===== src/rtl/mem_arbiter_pkg.sv =====
// Shared types and defaults for the two-port Hack memory arbiter.
package mem_arbiter_pkg;

    localparam int DEF_WIDTH      = 16;
    localparam int DEF_ADDR_WIDTH = 14;

    typedef enum logic [1:0] {
        ST_IDLE = 2'd0,
        ST_BUSY = 2'd1,
        ST_ACK  = 2'd2
    } state_e;

endpackage


===== src/rtl/mem_arbiter_rr_pick.sv =====
// Combinational round-robin pick between two requesters; on a tie the
// requester that was not served last wins.
module mem_arbiter_rr_pick (
    input  logic req0,
    input  logic req1,
    input  logic last,
    output logic valid,
    output logic winner
);

    assign valid  = req0 | req1;
    assign winner = (req0 & req1) ? ~last : req1;

endmodule


===== src/rtl/mem_arbiter.sv =====
// Shares one single-port RAM between a CPU data port (0) and a screen/DMA
// scanner (1) with a req/gnt/ack handshake and a programmable hold time.
module mem_arbiter
    import mem_arbiter_pkg::*;
#(
    parameter int WIDTH      = DEF_WIDTH,
    parameter int ADDR_WIDTH = DEF_ADDR_WIDTH,
    parameter int HOLD       = 1
) (
    input  logic                  clk,
    input  logic                  reset,
    input  logic                  req0,
    input  logic [ADDR_WIDTH-1:0] addr0,
    input  logic                  load0,
    input  logic [WIDTH-1:0]      in0,
    input  logic                  req1,
    input  logic [ADDR_WIDTH-1:0] addr1,
    input  logic                  load1,
    input  logic [WIDTH-1:0]      in1,
    output logic                  gnt0,
    output logic                  gnt1,
    output logic                  ack0,
    output logic                  ack1,
    output logic [WIDTH-1:0]      out,
    output logic [ADDR_WIDTH-1:0] ram_addr,
    output logic                  ram_load,
    output logic [WIDTH-1:0]      ram_in,
    input  logic [WIDTH-1:0]      ram_out
);

    localparam int              CNT_W    = (HOLD > 1) ? $clog2(HOLD) : 1;
    localparam logic [CNT_W-1:0] CNT_LOAD = CNT_W'(HOLD - 1);

    state_e                  state_q, state_d;
    logic                    owner_q, owner_d;
    logic                    last_q, last_d;
    logic [CNT_W-1:0]        cnt_q, cnt_d;
    logic [ADDR_WIDTH-1:0]   addr_q, addr_d;
    logic                    load_q, load_d;
    logic [WIDTH-1:0]        in_q, in_d;
    logic [WIDTH-1:0]        out_q, out_d;
    logic                    pick_valid;
    logic                    pick_winner;

    mem_arbiter_rr_pick u_rr_pick (
        .req0   (req0),
        .req1   (req1),
        .last   (last_q),
        .valid  (pick_valid),
        .winner (pick_winner)
    );

    // NOTE: every variable gets its hold value first so no path through the
    // case statement leaves it unassigned, which would infer a latch.
    always_comb begin
        state_d = state_q;
        owner_d = owner_q;
        last_d  = last_q;
        cnt_d   = cnt_q;
        addr_d  = addr_q;
        load_d  = load_q;
        in_d    = in_q;
        out_d   = out_q;
        case (state_q)
            ST_IDLE: begin
                if (pick_valid) begin
                    owner_d = pick_winner;
                    addr_d  = pick_winner ? addr1 : addr0;
                    load_d  = pick_winner ? load1 : load0;
                    in_d    = pick_winner ? in1   : in0;
                    cnt_d   = CNT_LOAD;
                    state_d = ST_BUSY;
                end
            end
            ST_BUSY: begin
                if (cnt_q != '0) begin
                    cnt_d = cnt_q - CNT_W'(1);
                end else begin
                    // On a write this captures the pre-write contents.
                    out_d   = ram_out;
                    state_d = ST_ACK;
                end
            end
            ST_ACK: begin
                last_d  = owner_q;
                state_d = ST_IDLE;
            end
            default: state_d = ST_IDLE;
        endcase
    end

    // NOTE: non-blocking assignments so every flop samples pre-edge values,
    // independent of the order the statements are written in.
    always_ff @(posedge clk or posedge reset) begin
        if (reset) begin
            state_q <= ST_IDLE;
            owner_q <= 1'b0;
            last_q  <= 1'b1;
            cnt_q   <= '0;
            addr_q  <= '0;
            load_q  <= 1'b0;
            in_q    <= '0;
            out_q   <= '0;
        end else begin
            state_q <= state_d;
            owner_q <= owner_d;
            last_q  <= last_d;
            cnt_q   <= cnt_d;
            addr_q  <= addr_d;
            load_q  <= load_d;
            in_q    <= in_d;
            out_q   <= out_d;
        end
    end

    logic in_busy;
    logic in_ack;

    // Everything toward the RAM and requesters comes from registered state only.
    assign in_busy  = (state_q == ST_BUSY);
    assign in_ack   = (state_q == ST_ACK);
    assign gnt0     = (in_busy | in_ack) & ~owner_q;
    assign gnt1     = (in_busy | in_ack) &  owner_q;
    assign ack0     = in_ack & ~owner_q;
    assign ack1     = in_ack &  owner_q;
    assign ram_load = in_busy & load_q & (cnt_q == '0);
    assign ram_addr = addr_q;
    assign ram_in   = in_q;
    assign out      = out_q;

endmodule


===== config.mk =====
export PLATFORM = sky130hd
export DESIGN_NAME = mem_arbiter
export DESIGN_NICKNAME = d
export VERILOG_FILES = /design/src/rtl/mem_arbiter_pkg.sv /design/src/rtl/mem_arbiter_rr_pick.sv /design/src/rtl/mem_arbiter.sv
export SDC_FILE = /design/constraint.sdc
export NUM_CORES = 1
export LEC_CHECK = 0
export ABC_CLOCK_PERIOD_IN_PS = 1820
export BUFFER_PORTS_ARGS = -buffer_cell sky130_fd_sc_hd__buf_2
export CAP_MARGIN = 15
export CORE_ASPECT_RATIO = 0.8
export CORE_MARGIN = 4
export CORE_UTILIZATION = 32
export CTS_BUF_LIST = sky130_fd_sc_hd__clkbuf_4
export DETAILED_ROUTE_END_ITERATION = 6
export RECOVER_POWER = 100
export SLEW_MARGIN = 10
export SYNTH_ARGS = -nofsm -noshare
export SYNTH_HDL_FRONTEND = slang
export SYNTH_SLANG_ARGS = --single-unit
export TNS_END_PERCENT = 50

===== constraint.sdc =====
create_clock -name clk -period 1.82 [get_ports clk]
set_input_delay 0 -clock clk [delete_from_list [all_inputs] [get_ports clk]]
set_output_delay 0 -clock clk [all_outputs]
set_load 0.05 [all_outputs]

==> results of run 1 <==
## state kept, by name, indices dropped and copies added, names as in the netlist
register and count:
out 16, ram_in 16, ram_addr 14, state_q 2, last_q 1, load_q 1
owner_q 1
## timing repair
item                                    4_1_cts  5_1_grt
hold buffers                                 79        0
endpoints found under the setup margin        0        0
hold endpoints to repair                     72        0
gates resized for setup                       0        0
## logic make-up (layout without fill, tap and decap cells)
group                    Yosys count  in the layout  share of synthesized area (%)
AND/OR/NAND/NOR                   69             69                           11.5
AO/OA/AOI/OAI                     68             68                           18.7
flip-flops                        51             51                           54.2
multiplexers                      18             18                           8.60
buffers and inverters             17            227                           4.83
adder cells (fa/ha/maj)            4              4                           2.12
## area by class of cell
cell class | instances | area (sq um)
Inverter | 3 | 11.3
Fill cell | 646 | 3150
Timing Repair Buffer | 216 | 1460
Tap cell | 87 | 109
Multi-Input combinational cell | 159 | 938
Sequential cell | 51 | 1280
Clock inverter | 3 | 46.3
Clock buffer | 5 | 37.5
## worst register-to-register path: stages (launching register included)
cell and delay [ns]:
dfstp_2 0.41, a21boi_4 0.72, a21oi_1 0.20, a21oi_1 0.21
## per-stage QoR
stage	hold slack, ns	total power, mW
after floorplan	0.129	5.45
after global placement	0.101	6.39
after detailed placement	0.101	6.45
after CTS	0.00914	7.27
final	0.0271	7.04
after global routing	0.0356	7.45
## final timing paths
| kind | from | to | cells past startpoint |
|---|---|---|---|
| min | req1 | state_q[0]$_DFFE_PP0P_ | 3 |
| max reg2reg | last_q$_DFFE_PP1N_ | ram_addr[10]$_DFFE_PP0P_ | 3 |
| min reg2reg | out[8]$_DFFE_PP0N_ | out[8]$_DFFE_PP0N_ | 1 |
| max | state_q[1]$_DFFE_PP0P_ | ram_load | 5 |
| min in group asynchronous | reset | out[9]$_DFFE_PP0N_ | 3 |
| max in group asynchronous | reset | last_q$_DFFE_PP1N_ | 4 |
## power breakdown
part           internal [mW]  switching, mW  leakage (nW)
logic                   1.12           3.19          1.15
registers               1.72          0.335         0.581
clock network          0.294          0.380        0.0418
total                   3.14           3.91          1.78
## synthesized netlist by cell type, types with 3 or more instances
cell / number
and2_1: 3
buf_2: 7
dfrtp_1: 50
buf_4: 3
a21oi_1: 44
a21oi_2: 18
inv_1: 3
mux2_2: 18
ha_1: 4
buf_6: 4
nand2_1: 32
nor2_1: 32
## metal layers
layer / part of all wire [%] / up-vias / GRT usage (%)
li1: - / 1176 / -
met1: 44 / 1100 / 20.9
met3: 7.7 / 15 / 5.15
met2: 47 / 103 / 29.8
met5: 0 / - / 0
met4: 1.9 / 0 / 5.43
==> impl_results.md, run 1 <==
- Outcome: complete, no violations
- Final setup TNS: 0 ns
- Area of the core: 7030 sq um
- Post-route clock period utilization: 91.6%
- Number of port buffers: 132
- Root Driver: clkbuf_4
- WS Path Type: flop to output port
- Vias in the first global route: 2472
- Yosys warnings: 0
- Largest net degree at the start of global routing: 33
- Max Root-Sink Buffers: 2
- Worst path slowest cell: dfrtp_1
- Initial DRC Count: 108
- DRT Wirelength: 7520 um
- Die area: 8810 sq um
- Layout net count: 522
- GP Congestion: 0.755
- Final Slew Violations: 0
- Overflow after GRT: 0
- Seq cells post-synth: 51
- DP HPWL: 4630 um
- Non-filler cells, final: 524
- Die W: 104 um
- DRC errors left: 0
- Num CTS Buffers: 5
- Syn Inst Count: 227
- Worst hold path type: input pin to flop
- CTS tree: yes
- DR vias/cell: 4.57
- Startpoint types: flop
- Fin area: 3880 sq um
- Async SR Flop Fraction: 100%
- Commonest non-fill, non-tap cell in the layout: buf_2
- Top cells by area, synth: dfrtp_1 53%, a21oi_1 9.3%, mux2_2 8.6%, a21oi_2 6.7%, nand2_1 5.1%
- First-pass GRT wire length: 12500 um
- N_diodes: 0
- Reg-to-reg slack, setup: 0.22 ns
- Final setup skew: 0.0278 ns
- WL/cell: 14.4 um
- Post-placement setup slack: 0.137 ns
- Static Leak: 1.78 nW
- Sequential area share after synthesis: 54.2%
- Fmax: 600 MHz
- Net Count, Synth: 313
- Placed Cells incl. Taps: 437
- Post-place instance area: 3090 sq um
- Clock latency at the later pin of the worst-skew pair: 0.38 ns
- Initial Util: 33.5%
- CP top delay family: buffers and inverters
- Peak VDD IR: 0.929 mV
- Syn Std Cell Area: 2360 sq um
- Final setup fails: 0
- H-Tree Depth: 2
- Number of synthesized flops with an enable pin: 0
- WP data required: 1.82 ns
- Library cells used by synthesis: 20
- Crit-path cells: inv_1 > ha_1 > buf_4 > and2_1 > buf_2
- Layout area overhead: 64.5%
- Max Fanout on Critical Path: 17
- Setup Buffers After CTS: 0
- 1st-pass router iterations: 6
- Slew HR: 29.8%
- Worst-path clk slew: 0.17 ns
- Initial antenna violation count: 0
- Biggest area consumer among synthesized cells: dfrtp_1
- Final Hold Fails: 0
- Buf/Inv on CP: 3
- Worst-margin pin slew: 1.05 ns
- Post-synth top area share: 53.1%
- Final ANT Viol Nets: 0
- Min setup slack post-route: 0.153 ns
- Tmin final: 1.67 ns
- Ports: 133
- CTS Sinks: 51
- Utilization after layout: 55.2%
- Via count: 2394
- Aggregate global-route resource usage: 17.3%
- Die Ht: 84.7 um
- WP data arrival: 1.67 ns
- Power Dens Cells: 1820 nW/um^2
- Unrepaired setup endpoints after global routing: false
- MaxCap Viol Count: 0
- Crit end category: output port
- Synthesized area per cell: 10.4 sq um
- Prevailing post-synth register cell: dfrtp_1
- Core Rows: 27
- Crit-path max cell delay: 0.41 ns
- Ratio of cells with drive above 1 in the final layout: 30.0%
- Commonest cells after routing, fill and taps aside: 82 x buf_2, 79 x dlygate4sd3_1, 53 x a21oi_1
Power figures use the tool's default switching activity.
==> run 2: changes to the inputs <==
--- a/config.mk
+++ b/config.mk
@@ -13,9 +13,10 @@
 export CORE_UTILIZATION = 32
 export CTS_BUF_LIST = sky130_fd_sc_hd__clkbuf_4
 export DETAILED_ROUTE_END_ITERATION = 6
-export RECOVER_POWER = 100
+export MAX_ROUTING_LAYER = met4
 export SLEW_MARGIN = 10
 export SYNTH_ARGS = -nofsm -noshare
 export SYNTH_HDL_FRONTEND = slang
+export SYNTH_HIERARCHICAL = 1
 export SYNTH_SLANG_ARGS = --single-unit
 export TNS_END_PERCENT = 50
==> run 2 against run 1 <==
  * Fmax decreased by 0.30%
  * Utilization decreased by 0.27 points
  * Largest cell class unchanged
  * Largest power group unchanged
  * Critical endpoint unchanged
  * Critical path type unchanged
  * Synthesized area increased by 4.7%
  * Total power decreased by 1.1%
==> impl_results.md, run 2 <==
- Outcome: complete, no violations
- Initial Util: 33.0%
- 1st-pass router iterations: 4
- CTS tree: yes
- Unrepaired setup endpoints after global routing: false
- Library cells used by synthesis: 18
- Die area: 9180 sq um
- Core Rows: 28
- Clock power frac: 7.5%
- Top-count cell post-synth: dfrtp_1
- Largest net degree at the start of global routing: 33
- Reg-to-reg slack, setup: 0.15 ns
- WS Path Type: flop to output port
- Top cells by area, synth: dfrtp_1 51%, mux2i_1 13%, a21oi_1 8.5%, a21oi_2 7.1%, mux2_1 5.0%
- Synthesized area per cell: 12.5 sq um
- Overflow after GRT: 0
- Startpoint types: flop
- GP Congestion: 0.667
- Crit-path cells: inv_1 > ha_1 > buf_4 > and2_1 > clkbuf_4
- Seq cells post-synth: 51
- DRC errors left: 0
- Final setup TNS: 0 ns
- Ratio of cells with drive above 1 in the final layout: 44.6%
- Layout area overhead: 66.1%
- Final Hold Fails: 0
- Crit-path max cell delay: 0.41 ns
- Min Hold Slack: 0.133 ns
- Commonest cells after routing, fill and taps aside: 131 x buf_2, 79 x dlygate4sd3_1, 50 x dfrtp_1
- Max Root-Sink Buffers: 2
- Worst path slowest cell: dfrtp_1
- Commonest cells post-synth: 50 x dfrtp_1, 42 x a21oi_1, 31 x mux2i_1, 20 x a21oi_2, 11 x mux2_1
- WP data arrival: 1.67 ns
- Slew HR: 59.5%
- CTS Sinks: 51
- Async SR Flop Fraction: 100%
- Sequential Power Share: 28.8%
- DP HPWL: 4390 um
- Static Leak: 1.94 nW
- Final Slew Violations: 0
- Final ANT Viol Nets: 0
- N_diodes: 0
- Post-synth top area share: 50.7%
- Peak VDD IR: 0.958 mV
- Clock latency at the later pin of the worst-skew pair: 0.35 ns
- Root Driver: clkbuf_4
- Vias in the first global route: 2449
- Prevailing post-synth register cell: dfrtp_1
- DRT Wirelength: 7190 um
- Sequential area share after synthesis: 51.8%
- First-pass GRT wire length: 11700 um
- WL/cell: 14.0 um
- Die W: 106 um
- Yosys warnings: 6
- WP data required: 1.82 ns
- Post-route clock period utilization: 91.9%
- Buf/Inv on CP: 3
- Worst-path clk slew: 0.13 ns
- Sw frac: 54.2%
- Biggest area consumer among synthesized cells: dfrtp_1
- Worst-margin pin slew: 0.608 ns
- Ports: 133
- Num CTS Buffers: 5
- Die Ht: 86.5 um
- CP top delay family: buffers and inverters
- Syn Inst Count: 197
- Crit end category: output port
- Final setup skew: 0.00501 ns
- Max Fanout on Critical Path: 17
- H-Tree Depth: 2
- Aggregate global-route resource usage: 16.2%
- Final setup fails: 0
- Number of port buffers: 132
- Area of the core: 7460 sq um
- Syn Std Cell Area: 2470 sq um
- Initial DRC Count: 56
- DR vias/cell: 4.34
- Layout net count: 496
- Cell Int Power: 3.19 mW
- Fmax: 598 MHz
- Tmin final: 1.67 ns
- MaxCap Viol Count: 0
- Number of synthesized flops with an enable pin: 0
- Net Count, Synth: 284
- Via count: 2233
- Initial antenna violation count: 0
- Worst hold path type: input pin to asynchronous set/reset pin
- Gate power share: 63.7%
- Power Dens Cells: 1700 nW/um^2
- Commonest non-fill, non-tap cell in the layout: buf_2
- NetSw: 3.77 mW
## run 2: changes by cell type in the layout (fill, tap and decap cells not counted), moves of 11 or more
cell	before	now
nor2_1	32	0
nand2_1	32	0
mux2i_1	0	31
clkbuf_1	46	0
buf_2	82	131
mux2_1	0	11
a21oi_1	53	42
a21oi_2	9	20
## run 2: layer usage
metal  up-vias  track usage [%]  routed length, um
met5         -                -                  0
li1       1122                -                  -
met1      1012             19.7               3200
met3        12             3.65                416
met4         0             4.00                116
met2        87             27.7               3450
## run 2: kinds of logic after synthesis
| family | Yosys count | share of synthesized area, % |
|---|---|---|
| simple gates | 8 | 2.03 |
| buf+inv | 19 | 5.83 |
| compound gates | 63 | 15.9 |
| flops | 51 | 51.8 |
| mux | 51 | 21.9 |
| fa+ha+maj | 5 | 2.54 |
## run 2: path summary, 6_finish.rpt
path / start / to / cells past startpoint
max in group asynchronous: reset / out[5]$_DFFE_PP0N_ / 4
min in group clk: req0 / ram_addr[7]$_DFFE_PP0P_ / 5
worst max register to register: last_q$_DFFE_PP1N_ / ram_addr[1]$_DFFE_PP0P_ / 5
worst max-delay path: state_q[1]$_DFFE_PP0P_ / ram_load / 5
worst min-delay path: reset / owner_q$_DFFE_PP0P_ / 3
worst min register to register: out[8]$_DFFE_PP0N_ / out[8]$_DFFE_PP0N_ / 1
## run 2: metrics by stage
stage                     total power, mW  util (%)  setup WS, ns  cell area (sq um)  cells
after detailed placement             6.33      42.9         0.240               3200    425
after global routing                 7.40      54.9       0.00924               4100    515
after floorplan                      5.42         -         0.393               2470    197
final                                6.96      54.9         0.148               4100    515
after global placement               6.26      42.9         0.266               3200    425
after CTS                            6.99      54.3        0.0324               4050    512
## run 2: cell type report
class,count,area (sq um)
well taps,105,131
repair buffers,221,1560
fillers,678,3370
flip-flops and latches,51,1280
clock buffers,8,60.1
multi-input cells,127,1060
inverters,3,11.3
## run 2: worst reg2reg max path: stages (launching register included)
cell and delay, ns:
dfstp_2 0.41, a21boi_4 0.23, buf_12 0.14, mux2i_1 0.16, dlygate4sd3_1 0.55, a21oi_1 0.06
## run 2: power groups by stage
stage | clock [mW] | combinational [mW] | sequential [mW]
after floorplan | 0 | 1.63 | 3.79
after global placement | 0 | 4.23 | 2.03
after detailed placement | 0 | 4.30 | 2.03
after CTS | 0.559 | 4.42 | 2.01
after global routing | 0.603 | 4.72 | 2.08
final | 0.524 | 4.43 | 2.01
## run 2: what timing repair did
action	in CTS	in global routing
hold endpoints to repair	98	0
gates resized for setup	0	1
setup endpoints to repair	0	2
hold buffers	79	0
setup buffers	0	2
==> run 3: changes to the inputs <==
--- a/config.mk
+++ b/config.mk
@@ -11,7 +11,7 @@
 export CORE_ASPECT_RATIO = 0.8
 export CORE_MARGIN = 4
 export CORE_UTILIZATION = 32
-export CTS_BUF_LIST = sky130_fd_sc_hd__clkbuf_4
+export CTS_BUF_LIST = sky130_fd_sc_hd__clkbuf_16
 export DETAILED_ROUTE_END_ITERATION = 6
 export MAX_ROUTING_LAYER = met4
 export SLEW_MARGIN = 10
==> run 3 against run 2 <==
  * Global-route usage shrank 2.8 points
  * Highest routed layer unchanged
  * Total power rose by 2.6%
  * Fmax is 4.0% higher
  * Setup slack better by 0.064 ns
  * Critical path type unchanged
  * Critical endpoint unchanged
  * Clock power grew 63%
  * Sequential cell count unchanged
  * Sequential power hardly changed
==> impl_results.md, run 3 (synthesized netlist as in run 2, its figures left out) <==
- Final ANT Viol Nets: 0
- Root Driver: clkbuf_16
- Static Leak: 1.70 nW
- Largest net degree at the start of global routing: 33
- Slew HR: 58.7%
- Num CTS Buffers: 5
- Cell Int Power: 3.38 mW
- Power Dens Cells: 2040 nW/um^2
- Max Fanout on Critical Path: 17
- WL/cell: 13.1 um
- Utilization after layout: 47.0%
- H-Tree Depth: 2
- Gate power share: 59.8%
- Unrepaired setup endpoints after global routing: false
- Min setup slack post-route: 0.212 ns
- CTS tree: yes
- Final setup fails: 0
- Die Ht: 86.5 um
- Commonest non-fill, non-tap cell in the layout: buf_2
- Sequential Power Share: 28.2%
- Aggregate global-route resource usage: 13.4%
- N_diodes: 0
- Fmax: 622 MHz
- Number of port buffers: 132
- Worst path slowest cell: dfrtp_1
- Layout area overhead: 42.3%
- DP HPWL: 4390 um
- Layout net count: 431
- Final setup skew: 0.00422 ns
- Initial DRC Count: 43
- DRT Wirelength: 5900 um
- Die area: 9180 sq um
- CTS Sinks: 51
- NetSw: 3.77 mW
- Worst-margin pin slew: 0.619 ns
- Final Hold Fails: 0
- Initial antenna violation count: 0
- Die W: 106 um
- Final total power: 7.15 mW
- Via count: 1960
- Tmin final: 1.61 ns
- Crit end category: output port
- Vias in the first global route: 2055
- Commonest cells after routing, fill and taps aside: 132 x buf_2, 50 x dfrtp_1, 42 x a21oi_1
- DR vias/cell: 4.36
- Placed Cells incl. Taps: 425
- WP data required: 1.82 ns
- Crit-path cells: inv_1 > ha_1 > buf_4 > and2_1 > buf_2
- Initial Util: 33.0%
- Final setup TNS: 0 ns
- Setup Buffers After CTS: 0
- Non-filler cells, final: 450
- First-pass GRT wire length: 9740 um
- Startpoint types: flop
- Core Rows: 28
- WP data arrival: 1.61 ns
- Ports: 133
- GP Congestion: 0.667
- Worst-path clk slew: 0.06 ns
- Area of the core: 7460 sq um
- Outcome: complete, no violations
- Clock latency at the later pin of the worst-skew pair: 0.28 ns
- Ratio of cells with drive above 1 in the final layout: 51.3%
- 1st-pass router iterations: 2
- Clock power frac: 11.9%
- Overflow after GRT: 0
- Peak VDD IR: 1.00 mV
- Post-placement setup slack: 0.240 ns
- Worst hold path type: input pin to flop
- WS Path Type: flop to output port
- Crit-path max cell delay: 0.39 ns
- Max Root-Sink Buffers: 2
- DRC errors left: 0
- Post-route clock period utilization: 88.3%
- MaxCap Viol Count: 0
- Sw frac: 52.7%
- Final Slew Violations: 0
-- run 3: path summary, 6_finish.rpt --
kind	from	endpoint	slack [ns]	cells past startpoint
worst max-delay path	state_q[1]$_DFFE_PP0P_	ram_load	0.21	5
worst min-delay path	in0[1]	ram_in[1]$_DFFE_PP0P_	0.02	3
worst max register to register	state_q[0]$_DFFE_PP0P_	ram_addr[2]$_DFFE_PP0P_	0.25	5
worst min register to register	out[2]$_DFFE_PP0N_	out[2]$_DFFE_PP0N_	0.48	1
max in group asynchronous	reset	out[2]$_DFFE_PP0N_	1.06	4
min in group asynchronous	reset	ram_in[6]$_DFFE_PP0P_	0.21	3
-- run 3: timing repair --
| item | in CTS | in global routing |
|---|---|---|
| gates resized for setup | 0 | 0 |
| hold buffers | 17 | 0 |
| endpoints found under the hold margin | 26 | 0 |
-- run 3: power groups by stage --
stage	clock network [mW]	logic, mW	registers (mW)
4_1_cts	0.888	4.32	2.02
6_report	0.854	4.27	2.02
3_3_place_gp	0	4.23	2.03
2_1_floorplan	0	1.63	3.79
3_5_place_dp	0	4.30	2.03
5_1_grt	0.940	4.56	2.09
-- run 3: area by class of cell --
cell class | count | area (sq um)
Multi-Input combinational cell | 127 | 1060
Timing Repair Buffer | 156 | 896
Fill cell | 738 | 3950
Tap cell | 105 | 131
Inverter | 3 | 11.3
Clock buffer | 5 | 125
Sequential cell | 51 | 1280
Clock inverter | 3 | 11.3
-- run 3: per-stage QoR --
stage	area, sq um	hold slack (ns)
floorplan	2470	0.135
global placement	3200	-0.0537
detailed placement	3200	-0.0517
CTS	3510	0.0188
global route	3510	0.0213
finish	3510	0.0195
-- run 3: metal layers --
metal	routed length, um	track usage [%]	vias up
met3	428	3.28	5
met5	0	-	-
li1	-	-	989
met2	2680	22.1	79
met1	2760	17.4	887
met4	38	2.12	0
-- run 3: worst max-delay path: cells and delay by family, from the launching register on --
family                   cells  cell delay (ns)
buffers and inverters        3             0.62
AND/OR/NAND/NOR              1             0.15
flip-flops                   1             0.39
adder cells (fa/ha/maj)      1             0.16
